===== config.mk =====
export PLATFORM = sky130hd
export DESIGN_NAME = perc_argmax16_flat
export DESIGN_NICKNAME = d
export VERILOG_FILES = /design/src/rtl/perc_pkg.sv /design/src/rtl/perc_argmax16_if.sv /design/src/rtl/comp_cmp16.sv /design/src/rtl/perc_argmax16.sv /design/src/flat_wrapper.sv
export SDC_FILE = /design/constraint.sdc
export NUM_CORES = 1
export LEC_CHECK = 0
export ABC_AREA = 1
export BUFFER_PORTS_ARGS = -buffer_cell sky130_fd_sc_hd__buf_2
export CORE_ASPECT_RATIO = 1.75
export CORE_MARGIN = 1
export CORE_UTILIZATION = 55
export DETAILED_ROUTE_END_ITERATION = 10
export PLACE_DENSITY = 0.93
export SLEW_MARGIN = 30
export SYNTH_ARGS = -nofsm -noshare
export SYNTH_HDL_FRONTEND = slang
export SYNTH_SLANG_ARGS = --single-unit

===== constraint.sdc =====
create_clock -name clk -period 5.8 [get_ports clk]
set_clock_uncertainty 0.2 [all_clocks]
set_input_delay 0.58 -clock clk [delete_from_list [all_inputs] [get_ports clk]]
set_output_delay 0.58 -clock clk [all_outputs]
set_load 0.01 [all_outputs]

===== src/rtl/perc_pkg.sv =====
// Shared definitions for the perceptron output stages.
// Holds the datapath width, the comparator result bit positions and the
// argmax FSM state encoding.
package perc_pkg;
  localparam int D_WIDTH = 16;

  // Bit positions inside the comparator result vector {eq, gt, lt}
  localparam int CMP_EQ = 2;
  localparam int CMP_GT = 1;
  localparam int CMP_LT = 0;

  typedef enum logic {
    ST_SCAN,
    ST_DONE
  } state_t;
endpackage


===== src/rtl/perc_argmax16_if.sv =====
// Score-in / result-out handshake bundle for perc_argmax16.
//   in_valid/in_ready/in_score       : one signed class score per beat
//   out_valid/out_ready              : frame result handshake
//   out_idx/out_mag/out_sign         : winning class index, |score|, sign
// master = upstream/downstream side, slave = the argmax stage.
interface perc_argmax16_if #(
  parameter int IDX_WIDTH = 4
);
  import perc_pkg::*;

  logic                 in_valid;
  logic                 in_ready;
  logic [D_WIDTH-1:0]   in_score;
  logic                 out_valid;
  logic                 out_ready;
  logic [IDX_WIDTH-1:0] out_idx;
  logic [D_WIDTH-1:0]   out_mag;
  logic                 out_sign;

  modport master (
    output in_valid, in_score, out_ready,
    input  in_ready, out_valid, out_idx, out_mag, out_sign
  );

  modport slave (
    input  in_valid, in_score, out_ready,
    output in_ready, out_valid, out_idx, out_mag, out_sign
  );
endinterface


===== src/rtl/comp_cmp16.sv =====
// 16-bit unsigned magnitude comparator.
//   a, b   : unsigned operands
//   result : {eq, gt, lt} of a relative to b (bit positions from perc_pkg)
module comp_cmp16
  import perc_pkg::*;
(
  input  logic [D_WIDTH-1:0] a,
  input  logic [D_WIDTH-1:0] b,
  output logic [2:0]         result
);
  assign result[CMP_EQ] = (a == b);
  assign result[CMP_GT] = (a >  b);
  assign result[CMP_LT] = (a <  b);
endmodule


===== src/rtl/perc_argmax16.sv =====
// Streaming winner-take-all over one frame of CLASS_NUM signed scores.
// Each score is reduced to its magnitude; the largest magnitude, its beat
// index and original sign are tracked and presented once per frame.
//   clk, rst : clock, asynchronous active-high reset
//   bus      : perc_argmax16_if.slave (score input + result output)
// Build option: define ARGMAX_TIE_LAST_EN to let the latest equal magnitude
// win a tie; by default the earliest one is kept.
module perc_argmax16
  import perc_pkg::*;
#(
  parameter int CLASS_NUM = 10,
  parameter int IDX_WIDTH = 4
) (
  input  logic              clk,
  input  logic              rst,
  perc_argmax16_if.slave    bus
);
  state_t               state_q, state_d;
  logic [IDX_WIDTH-1:0] cnt;
  logic [D_WIDTH-1:0]   best_mag;
  logic [IDX_WIDTH-1:0] best_idx;
  logic                 best_sign;

  logic                 in_rdy, out_vld;
  logic                 accept, last;
  logic [D_WIDTH-1:0]   mag;
  logic [2:0]           cmp;
  logic                 upd;
  logic                 cmp_lt_unused;

  // 0x8000 negates to itself, which is the correct unsigned magnitude.
  assign mag = bus.in_score[D_WIDTH-1] ? (~bus.in_score + 16'd1) : bus.in_score;

  comp_cmp16 u_cmp (
    .a      (mag),
    .b      (best_mag),
    .result (cmp)
  );

  assign cmp_lt_unused = cmp[CMP_LT];

`ifdef ARGMAX_TIE_LAST_EN
  assign upd = cmp[CMP_GT] | cmp[CMP_EQ];
`else
  assign upd = cmp[CMP_GT] & ~cmp[CMP_EQ];
`endif

  assign accept = bus.in_valid & in_rdy;
  assign last   = (cnt == IDX_WIDTH'(CLASS_NUM - 1));

  always_comb begin
    state_d = state_q;
    in_rdy  = 1'b0;
    out_vld = 1'b0;
    case (state_q)
      ST_SCAN: begin
        in_rdy = 1'b1;
        if (accept && last) state_d = ST_DONE;
      end
      ST_DONE: begin
        out_vld = 1'b1;
        if (bus.out_ready) state_d = ST_SCAN;
      end
      default: state_d = ST_SCAN;
    endcase
  end

  always_ff @(posedge clk or posedge rst) begin
    if (rst) state_q <= ST_SCAN;
    else     state_q <= state_d;
  end

  // First beat of a frame loads unconditionally, overwriting last frame's winner.
  always_ff @(posedge clk or posedge rst) begin
    if (rst) begin
      cnt       <= '0;
      best_mag  <= '0;
      best_idx  <= '0;
      best_sign <= 1'b0;
    end else if (accept) begin
      cnt <= last ? '0 : cnt + 1'b1;
      if (cnt == '0 || upd) begin
        best_mag  <= mag;
        best_idx  <= cnt;
        best_sign <= bus.in_score[D_WIDTH-1];
      end
    end
  end

  assign bus.in_ready  = in_rdy;
  assign bus.out_valid = out_vld;
  assign bus.out_idx   = best_idx;
  assign bus.out_mag   = best_mag;
  assign bus.out_sign  = best_sign;
endmodule


===== src/flat_wrapper.sv =====
// flat-port wrapper written by rule: the top's interface ports become plain ports
module perc_argmax16_flat import perc_pkg::*;
#(
  parameter int CLASS_NUM = 10,
  parameter int IDX_WIDTH = 4
)
  (clk, rst, bus_in_valid, bus_in_score, bus_out_ready, bus_in_ready, bus_out_valid, bus_out_idx, bus_out_mag, bus_out_sign);
  perc_argmax16_if #(.IDX_WIDTH(IDX_WIDTH)) bus_i ();
  input  logic clk;
  input  logic rst;
  input wire logic [$bits(bus_i.in_valid)-1:0] bus_in_valid;
  input wire logic [$bits(bus_i.in_score)-1:0] bus_in_score;
  input wire logic [$bits(bus_i.out_ready)-1:0] bus_out_ready;
  output wire logic [$bits(bus_i.in_ready)-1:0] bus_in_ready;
  output wire logic [$bits(bus_i.out_valid)-1:0] bus_out_valid;
  output wire logic [$bits(bus_i.out_idx)-1:0] bus_out_idx;
  output wire logic [$bits(bus_i.out_mag)-1:0] bus_out_mag;
  output wire logic [$bits(bus_i.out_sign)-1:0] bus_out_sign;
  assign bus_i.in_valid = bus_in_valid;
  assign bus_i.in_score = bus_in_score;
  assign bus_i.out_ready = bus_out_ready;
  assign bus_in_ready = bus_i.in_ready;
  assign bus_out_valid = bus_i.out_valid;
  assign bus_out_idx = bus_i.out_idx;
  assign bus_out_mag = bus_i.out_mag;
  assign bus_out_sign = bus_i.out_sign;
  perc_argmax16 #(.CLASS_NUM(CLASS_NUM), .IDX_WIDTH(IDX_WIDTH)) u_core (.clk(clk), .rst(rst), .bus(bus_i));
endmodule

==> results of run 1 <==
power by group through the flow:
stage | combinational, mW | clock (mW) | sequential (mW)
after floorplan | 0.343 | 0 | 0.359
after global placement | 0.476 | 0 | 0.334
after detailed placement | 0.496 | 0 | 0.335
after CTS | 0.501 | 0.117 | 0.333
after global routing | 0.572 | 0.124 | 0.344
final | 0.494 | 0.115 | 0.332
cell type report:
| class | instances | area, µm² | share of cell area |
|---|---|---|---|
| clock buffers | 4 | 55.1 | 0.0250 |
| inverters | 45 | 169 | 0.0766 |
| multi-input cells | 195 | 1060 | 0.483 |
| flip-flops and latches | 26 | 651 | 0.295 |
| well taps | 45 | 56.3 | 0.0255 |
| repair buffers | 42 | 210 | 0.0953 |
final timing paths:
check | endpoint | slack, ns | depth (start not counted)
setup / recovery | u_core.bus.out_mag[7] | 2.56 | 22
hold / removal | u_core.bus.out_sign | 0.14 | 2
setup reg to reg | u_core.bus.out_mag[7] | 3.52 | 13
hold reg to reg | u_core.bus.out_idx[2] | 0.27 | 2
max in group asynchronous | u_core.bus.out_idx[0] | 4.92 | 2
min in group clk | u_core.bus.out_idx[2] | 0.27 | 2
per-layer routing:
metal	share of wire	global-route usage
met5	0	0
met4	0.042	0.120
met1	0.37	0.254
met2	0.55	0.428
met3	0.037	0.0337
logic make-up (layout without fill, tap and decap cells):
family,Yosys count,count (layout)
buffers and inverters,53,91
adder cells (fa/ha/maj),17,17
XOR/XNOR,9,9
AND/OR/NAND/NOR,153,153
flip-flops,26,26
AO/OA/AOI/OAI,16,16
sequential cells by signal (all words and copies together) (netlist names):
signal / cells
u_core.state_q: 1
u_core.bus.out_idx: 4
u_core.bus.out_sign: 1
u_core.bus.out_mag: 16
u_core.cnt: 4
per-stage QoR:
| stage | worst slack, ns | std cells |
|---|---|---|
| after floorplan | 2.93 | 274 |
| after global placement | 2.36 | 353 |
| after detailed placement | 2.28 | 353 |
| after CTS | 2.56 | 357 |
| after global routing | 2.24 | 357 |
| final | 2.56 | 357 |
cell usage in the layout, fill, tap and decap left out, drive strengths merged:
cell	count
nand3	30
o21ai	6
inv	45
a21oi	8
nor4	2
buf	42
clkbuf	4
nand3b	2
nand2	98
dfrtp	26
nand4	2
ha	17
nor3	1
o21bai	2
nor2	18
xor2	9
worst register-to-register path: cells and delay by family (launching register included):
family                     cells  cell delay [ns]
adders and majority gates      1             0.29
and+or+nand+nor               11             1.25
DFF                            1             0.39
buffers and inverters          1             0.06
==> out/qor.csv, run 1 <==
stage,metric,value,unit
logic_synthesis,"EDFF count, synth",0,
route,routed vias,1836,
route,vias per std cell,5.14,
logic_synthesis,top-count cell post-synth,nand2_1,
run,MaxCap Viol Count,0,
pwr,Sw Pwr,0.430,mW
die,Core Area,3360,µm²
global_routing,initial antenna violation count,0,
pwr,Comb pwr share,0.525,
die,Die Span Y,80.5,µm
route,ANT nets after route,0,
pwr,switch share,0.457,
route,WL/cell,11.6,µm
logic_synthesis,fraction of registers with async set/reset,1.00,
route,Routed WL,4140,µm
layout,Nets,350,
sta,unrepaired setup endpoints after global routing,false,
route,Residual DRC,0,
die,Initial Util,0.576,
layout,Area growth syn-to-layout,13.8,%
sta,Tcrit/Tclk final,0.558,
logic_synthesis,top post-synthesis cells by area,"dfrtp_1, nand2_1, ha_1, inv_1, nand3_1",
worst_setup_path,CP endpoint kind,register,
clock_network,post-cts hold buffer count,0,
logic_synthesis,post-synthesis adder-cell area fraction,0.110,
clock_network,postcts setup bufs,0,
worst_setup_path,crit-path cells,buf_2 -> inv_1 -> ha_1 -> nand3_1 -> nor2_1 -> nand2_1 -> nor2_1 -> nand2_1 -> nand3b_1 -> nand2_1 -> ha_1 -> nand2_1 -> nor2_2 -> nand2_1 -> nor2_2 -> nand2_1 -> nand3_2 -> nand2_2 -> nand2_4 -> nand2_4 -> nand2_1 -> nand2_1,
layout,fill count,330,
worst_setup_path,Crit Path Max Fanout,22,
sta,final setup vio count,0,
worst_setup_path,WP buf/inv,2,
logic_synthesis,Post-Syn Nets,311,
pwr,Pleak,1.32,nW
sta,minimum clock period,3.24,ns
die,Die X,46.9,µm
worst_setup_path,r2r startpoint,u_core.bus.out_mag[15],
logic_synthesis,Post-synth top flop,dfrtp_1,
run_status,outcome,completed,
logic_synthesis,Compound-Gate Fraction of Synth Area,0.0439,
worst_setup_path,worst stage delay on the critical path,0.28,ns
worst_setup_path,Setup CP Type,input port to register,
logic_synthesis,mux share of post-synthesis cell area,0,
placed_design,HPWL Detailed,3260,µm
logic_synthesis,"top cells by count, synth","nand2_1, inv_1, nand3_1",
global_routing,largest net degree at the start of global routing,27,
clock_network,Max Root-Sink Buffers,2,
clock_network,clock sink count,26,
logic_synthesis,sequential area share after synthesis,0.336,
worst_setup_path,crit-path most repeated cell,nand2_1,
clock_network,Skew-Pair Late Insertion Delay,0.27,ns
clock_network,"Reg clk slew, reported paths",0.09,ns
clock_network,CTS tree,yes,
clock_network,post-CTS resize count,0,
logic_synthesis,largest family of logic cells by synthesized area,simple AND/OR/NAND/NOR gates,
sta,Fmax,309,MHz
worst_setup_path,critical path's slowest cell,ha_1,
sta,Worst slew margin,0.513,
pwr,Sequential Power Share,0.353,
logic_synthesis,synthesized area,1940,µm²
worst_setup_path,Worst Path Required,5.77,ns
worst_setup_path,crit path DAT,3.20,ns
clock_network,root buffer cell,clkbuf_8,
logic_synthesis,Mapped Cells,274,
pwr,P_int,0.512,mW
worst_setup_path,Worst setup startpoint,bus_in_score[0],
die,die area,3770,µm²
layout,Finished Cell Area,2210,µm²
min_path,Hold Path Class,input port to asynchronous set/reset pin,
global_routing,total track usage,0.239,
layout,ANT cells,0,
logic_synthesis,XOR/XNOR Fraction of Synth Area,0.0407,
global_routing,first-pass GRT wire length,6700,µm
placed_design,placed inst area,2150,µm²
global_routing,total gr overflow,0,
logic_synthesis,Netlist cell types,23,
layout,fin util,0.656,
sta,Slew Limit Fails,0,
placed_design,IO buf count,42,
worst_setup_path,"CP delay by family, top",simple AND/OR/NAND/NOR gates,
global_routing,vias in the first global route,1716,
logic_synthesis,top cell type's share of synthesized area,0.336,
clock_network,CTS H-Tree Depth,1,
route,1st-pass router iterations,4,
pwr,P per Cell Area,427,nW/µm²
logic_synthesis,syn_area_per_cell,7.07,µm²
placed_design,Placer Congestion,0.870,
pwr,overall power,0.942,mW
sta,measured slew at the worst slew-check pin,0.730,ns
sta,Worst Hold Slack,0.136,ns
logic_synthesis,Seq cells post-synth,26,
sta,Final Hold Violating Endpoints,0,
layout,share of cells above drive strength 1,0.208,
clock_network,TritonCTS buffer count,3,
worst_setup_path,startpoint types,input port,
die,floorplan row count,28,
route,DRT iter0 DRCs,68,
die,IO Pins,43,
pwr,peak supply drop,0.336,mV
logic_synthesis,Ys Warns,0,
logic_synthesis,Synth Area in Simple Gates,0.355,
logic_synthesis,"area leader, netlist",dfrtp_1,
pwr,clock share of power,0.122,
sta,Fin Setup TNS,0,ns
Note: power is estimated with default switching activity, not from simulation.
==> inputs of run 2 (changes only) <==
--- a/config.mk
+++ b/config.mk
@@ -9,9 +9,9 @@
 export BUFFER_PORTS_ARGS = -buffer_cell sky130_fd_sc_hd__buf_2
 export CORE_ASPECT_RATIO = 1.75
 export CORE_MARGIN = 1
-export CORE_UTILIZATION = 55
+export CORE_UTILIZATION = 49
 export DETAILED_ROUTE_END_ITERATION = 10
-export PLACE_DENSITY = 0.93
+export PLACE_DENSITY = 0.88
 export SLEW_MARGIN = 30
 export SYNTH_ARGS = -nofsm -noshare
 export SYNTH_HDL_FRONTEND = slang
==> constraint.sdc (replaced) <==
create_clock -name clk -period 2.9 [get_ports clk]
set_clock_uncertainty 0.2 [all_clocks]
set_input_delay 0.29 -clock clk [delete_from_list [all_inputs] [get_ports clk]]
set_output_delay 0.29 -clock clk [all_outputs]
set_load 0.01 [all_outputs]
==> run 2 against run 1 <==
Compared with the run above:
- register-to-register slack worse by 2.7 ns
- power up 120%
- non-clock buffer count up 10
- die area up 12%
- global-route usage up 0.15 points
- sequential power up 100%
- critical path type unchanged
- largest power group unchanged
==> out/qor.csv, run 2 (same netlist as run 1, synthesis figures left out) <==
stage,metric,value,unit,change
sta,Fmax,376,MHz,
die,floorplan row count,29,,+3.6%
global_routing,initial antenna violation count,0,,unchanged
clock_network,Skew-Pair Late Insertion Delay,0.27,ns,about the same
pwr,Pleak,1.37,nW,+4.0%
sta,Fin Setup TNS,0,ns,unchanged
die,IO Pins,43,,unchanged
die,Die X,49.5,µm,+5.7%
pwr,peak supply drop,0.560,mV,+67%
clock_network,root buffer cell,clkbuf_8,,
worst_setup_path,CP endpoint kind,register,,
route,WL/cell,12.6,µm,+8.6%
route,vias per std cell,5.12,,-0.51%
worst_setup_path,Worst Path Required,2.87,ns,-2.90 ns
die,Die Span Y,85.2,µm,+5.8%
global_routing,busiest grt layer,met2,,
layout,ANT cells,0,,unchanged
clock_network,"Reg clk slew, reported paths",0.09,ns,about the same
worst_setup_path,Crit Path Max Fanout,7,,-68%
placed_design,IO buf count,42,,unchanged
layout,Finished Cell Area,2320,µm²,+5.2%
placed_design,HPWL Detailed,3450,µm,+6.0%
route,Routed WL,4630,µm,+12%
pwr,P per Cell Area,886,nW/µm²,+110%
sta,Setup WS post-layout,0.240,ns,-2.32 ns
sta,minimum clock period,2.66,ns,
global_routing,GR Util met3,0.0233,,-0.0104
layout,Nets,360,,+2.9%
placed_design,placed inst area,2210,µm²,+2.9%
global_routing,first-pass GRT wire length,7940,µm,+19%
global_routing,largest net degree at the start of global routing,27,,unchanged
route,DRT iter0 DRCs,51,,-25%
worst_setup_path,register-to-register setup slack,0.80,ns,-2.72 ns
sta,Worst slew margin,0.620,,+0.107
worst_setup_path,worst r2r path cells,13,,unchanged
min_path,Hold Path Class,input port to register,,
min_path,Hold Path Origin,bus_in_score[0],,
die,die area,4220,µm²,+12%
clock_network,CTS tree,yes,,
route,Residual DRC,0,,unchanged
global_routing,global routing usage on met2,0.446,,+0.0182
die,Initial Util,0.524,,-0.0526
global_routing,total gr overflow,0,,unchanged
die,Core Area,3700,µm²,+10%
sta,final setup vio count,0,,unchanged
run,MaxCap Viol Count,0,,unchanged
min_path,hold path endpoint,u_core.bus.out_mag[0],,
global_routing,grt met1 use,0.256,,+0.00213
route,1st-pass router iterations,5,,+1
layout,max reg flops,16,,unchanged
placed_design,Placer Congestion,0.932,,+7.2%
route,ANT nets after route,0,,unchanged
sta,Final Hold Violating Endpoints,0,,unchanged
layout,"commonest non-fill, non-tap cell in the layout",nand2_1,,
pwr,overall power,2.06,mW,+120%
clock_network,Max Root-Sink Buffers,2,,unchanged
clock_network,clock sink count,26,,unchanged
clock_network,TritonCTS buffer count,3,,unchanged
layout,share of cells above drive strength 1,0.233,,+0.0246
global_routing,total track usage,0.241,,+0.00149
sta,Slew Limit Fails,0,,unchanged
min_path,Hold Crit Depth,3,,
worst_setup_path,crit path DAT,2.63,ns,-0.57 ns
global_routing,vias in the first global route,1811,,+5.5%
run_status,outcome,completed,,
sta,Tcrit/Tclk final,0.917,,
layout,Area growth syn-to-layout,19.8,%,
route,routed vias,1883,,+2.6%
placed_design,pre-CTS setup slack,-0.0934,ns,-2.37 ns
worst_setup_path,Reg2Reg Capture Point,u_core.bus.out_idx[2],,
worst_setup_path,startpoint types,input port,,
worst_setup_path,r2r startpoint,u_core.bus.out_mag[15],,
sta,measured slew at the worst slew-check pin,0.570,ns,-0.160 ns
layout,most frequent cells in the layout,"nand2_1, inv_1, buf_2",,
clock_network,CTS H-Tree Depth,1,,unchanged
worst_setup_path,Setup CP Type,input port to register,,
==> run 2: cell count changes in the layout (fill, tap and decap cells not counted) <==
cell	delta
bufinv_16	+1
nand2_1	-1
dlygate4sd3_1	+2
buf_4	+7
o21ai_1	+1
o21ai_0	-1
nand2_4	-1
nand2_2	+1
nor2_1	-1
buf_6	+1
nor2_2	+1
nand2_8	+1
clkbuf_8	-1
==> run 2: how the worst max path moves through the flow <==
stage	endpoint	slack [ns]	cells after the start	from
floorplan	u_core.bus.out_mag[0]	0.32	22	bus_in_score[0]
detailed placement	u_core.bus.out_idx[2]	-0.09	22	bus_in_score[0]
CTS	u_core.bus.out_idx[2]	0.19	22	bus_in_score[0]
global route	u_core.bus.out_mag[13]	-0.01	22	bus_in_score[0]
finish	u_core.bus.out_mag[14]	0.24	19	bus_in_score[0]
global placement	u_core.bus.out_mag[13]	-0.04	22	bus_in_score[0]
==> run 2: per-layer routing <==
| layer | up-vias | share of wire |
|---|---|---|
| met5 | - | 0 |
| met4 | 0 | 0.050 |
| met3 | 21 | 0.028 |
| met2 | 50 | 0.55 |
| met1 | 867 | 0.37 |
| li1 | 945 | - |
==> run 2: timing repair <==
| item | 4_1_cts | 5_1_grt |
|---|---|---|
| setup endpoints to repair | 0 | 21 |
| endpoints found under the hold margin | 0 | 27 |
| hold buffers | 0 | 2 |
| setup buffers | 0 | 0 |
| resized for setup | 0 | 5 |
==> run 2: final cells by class <==
class                   count  area, µm²
clock inverters             1       30.0
clock buffers               3       41.3
repair buffers             52        294
flip-flops and latches     26        651
well taps                  46       57.6
inverters                  45        169
fillers                   333       1380
multi-input cells         195       1080
==> run 2: metrics by stage <==
| step | std cells | util | hold slack [ns] |
|---|---|---|---|
| floorplan | 274 | - | 0.130 |
| global placement | 362 | 0.598 | 0.260 |
| detailed placement | 362 | 0.598 | 0.260 |
| CTS | 366 | 0.617 | 0.00260 |
| global route | 368 | 0.627 | 0.0964 |
| finish | 368 | 0.627 | 0.0853 |
==> run 2: critical path, stage by stage <==
cell     delay [ns]
buf_2          0.11
inv_1          0.10
nand3_1        0.15
nor2_1         0.17
nand3_1        0.12
nand2_1        0.13
xor2_1         0.29
ha_1           0.31
nand2_1        0.09
inv_1          0.05
nand2_1        0.07
nand2_1        0.05
a21oi_1        0.16
nand3_2        0.09
nand2_2        0.08
nand2_4        0.08
buf_4          0.17
nand3_1        0.07
nand2_1        0.06
==> run 2: where the power goes <==
group | internal [mW] | switching (mW) | total [mW]
clock network | 0.185 | 0.120 | 0.305
logic | 0.426 | 0.656 | 1.08
registers | 0.530 | 0.140 | 0.670
total | 1.14 | 0.916 | 2.06
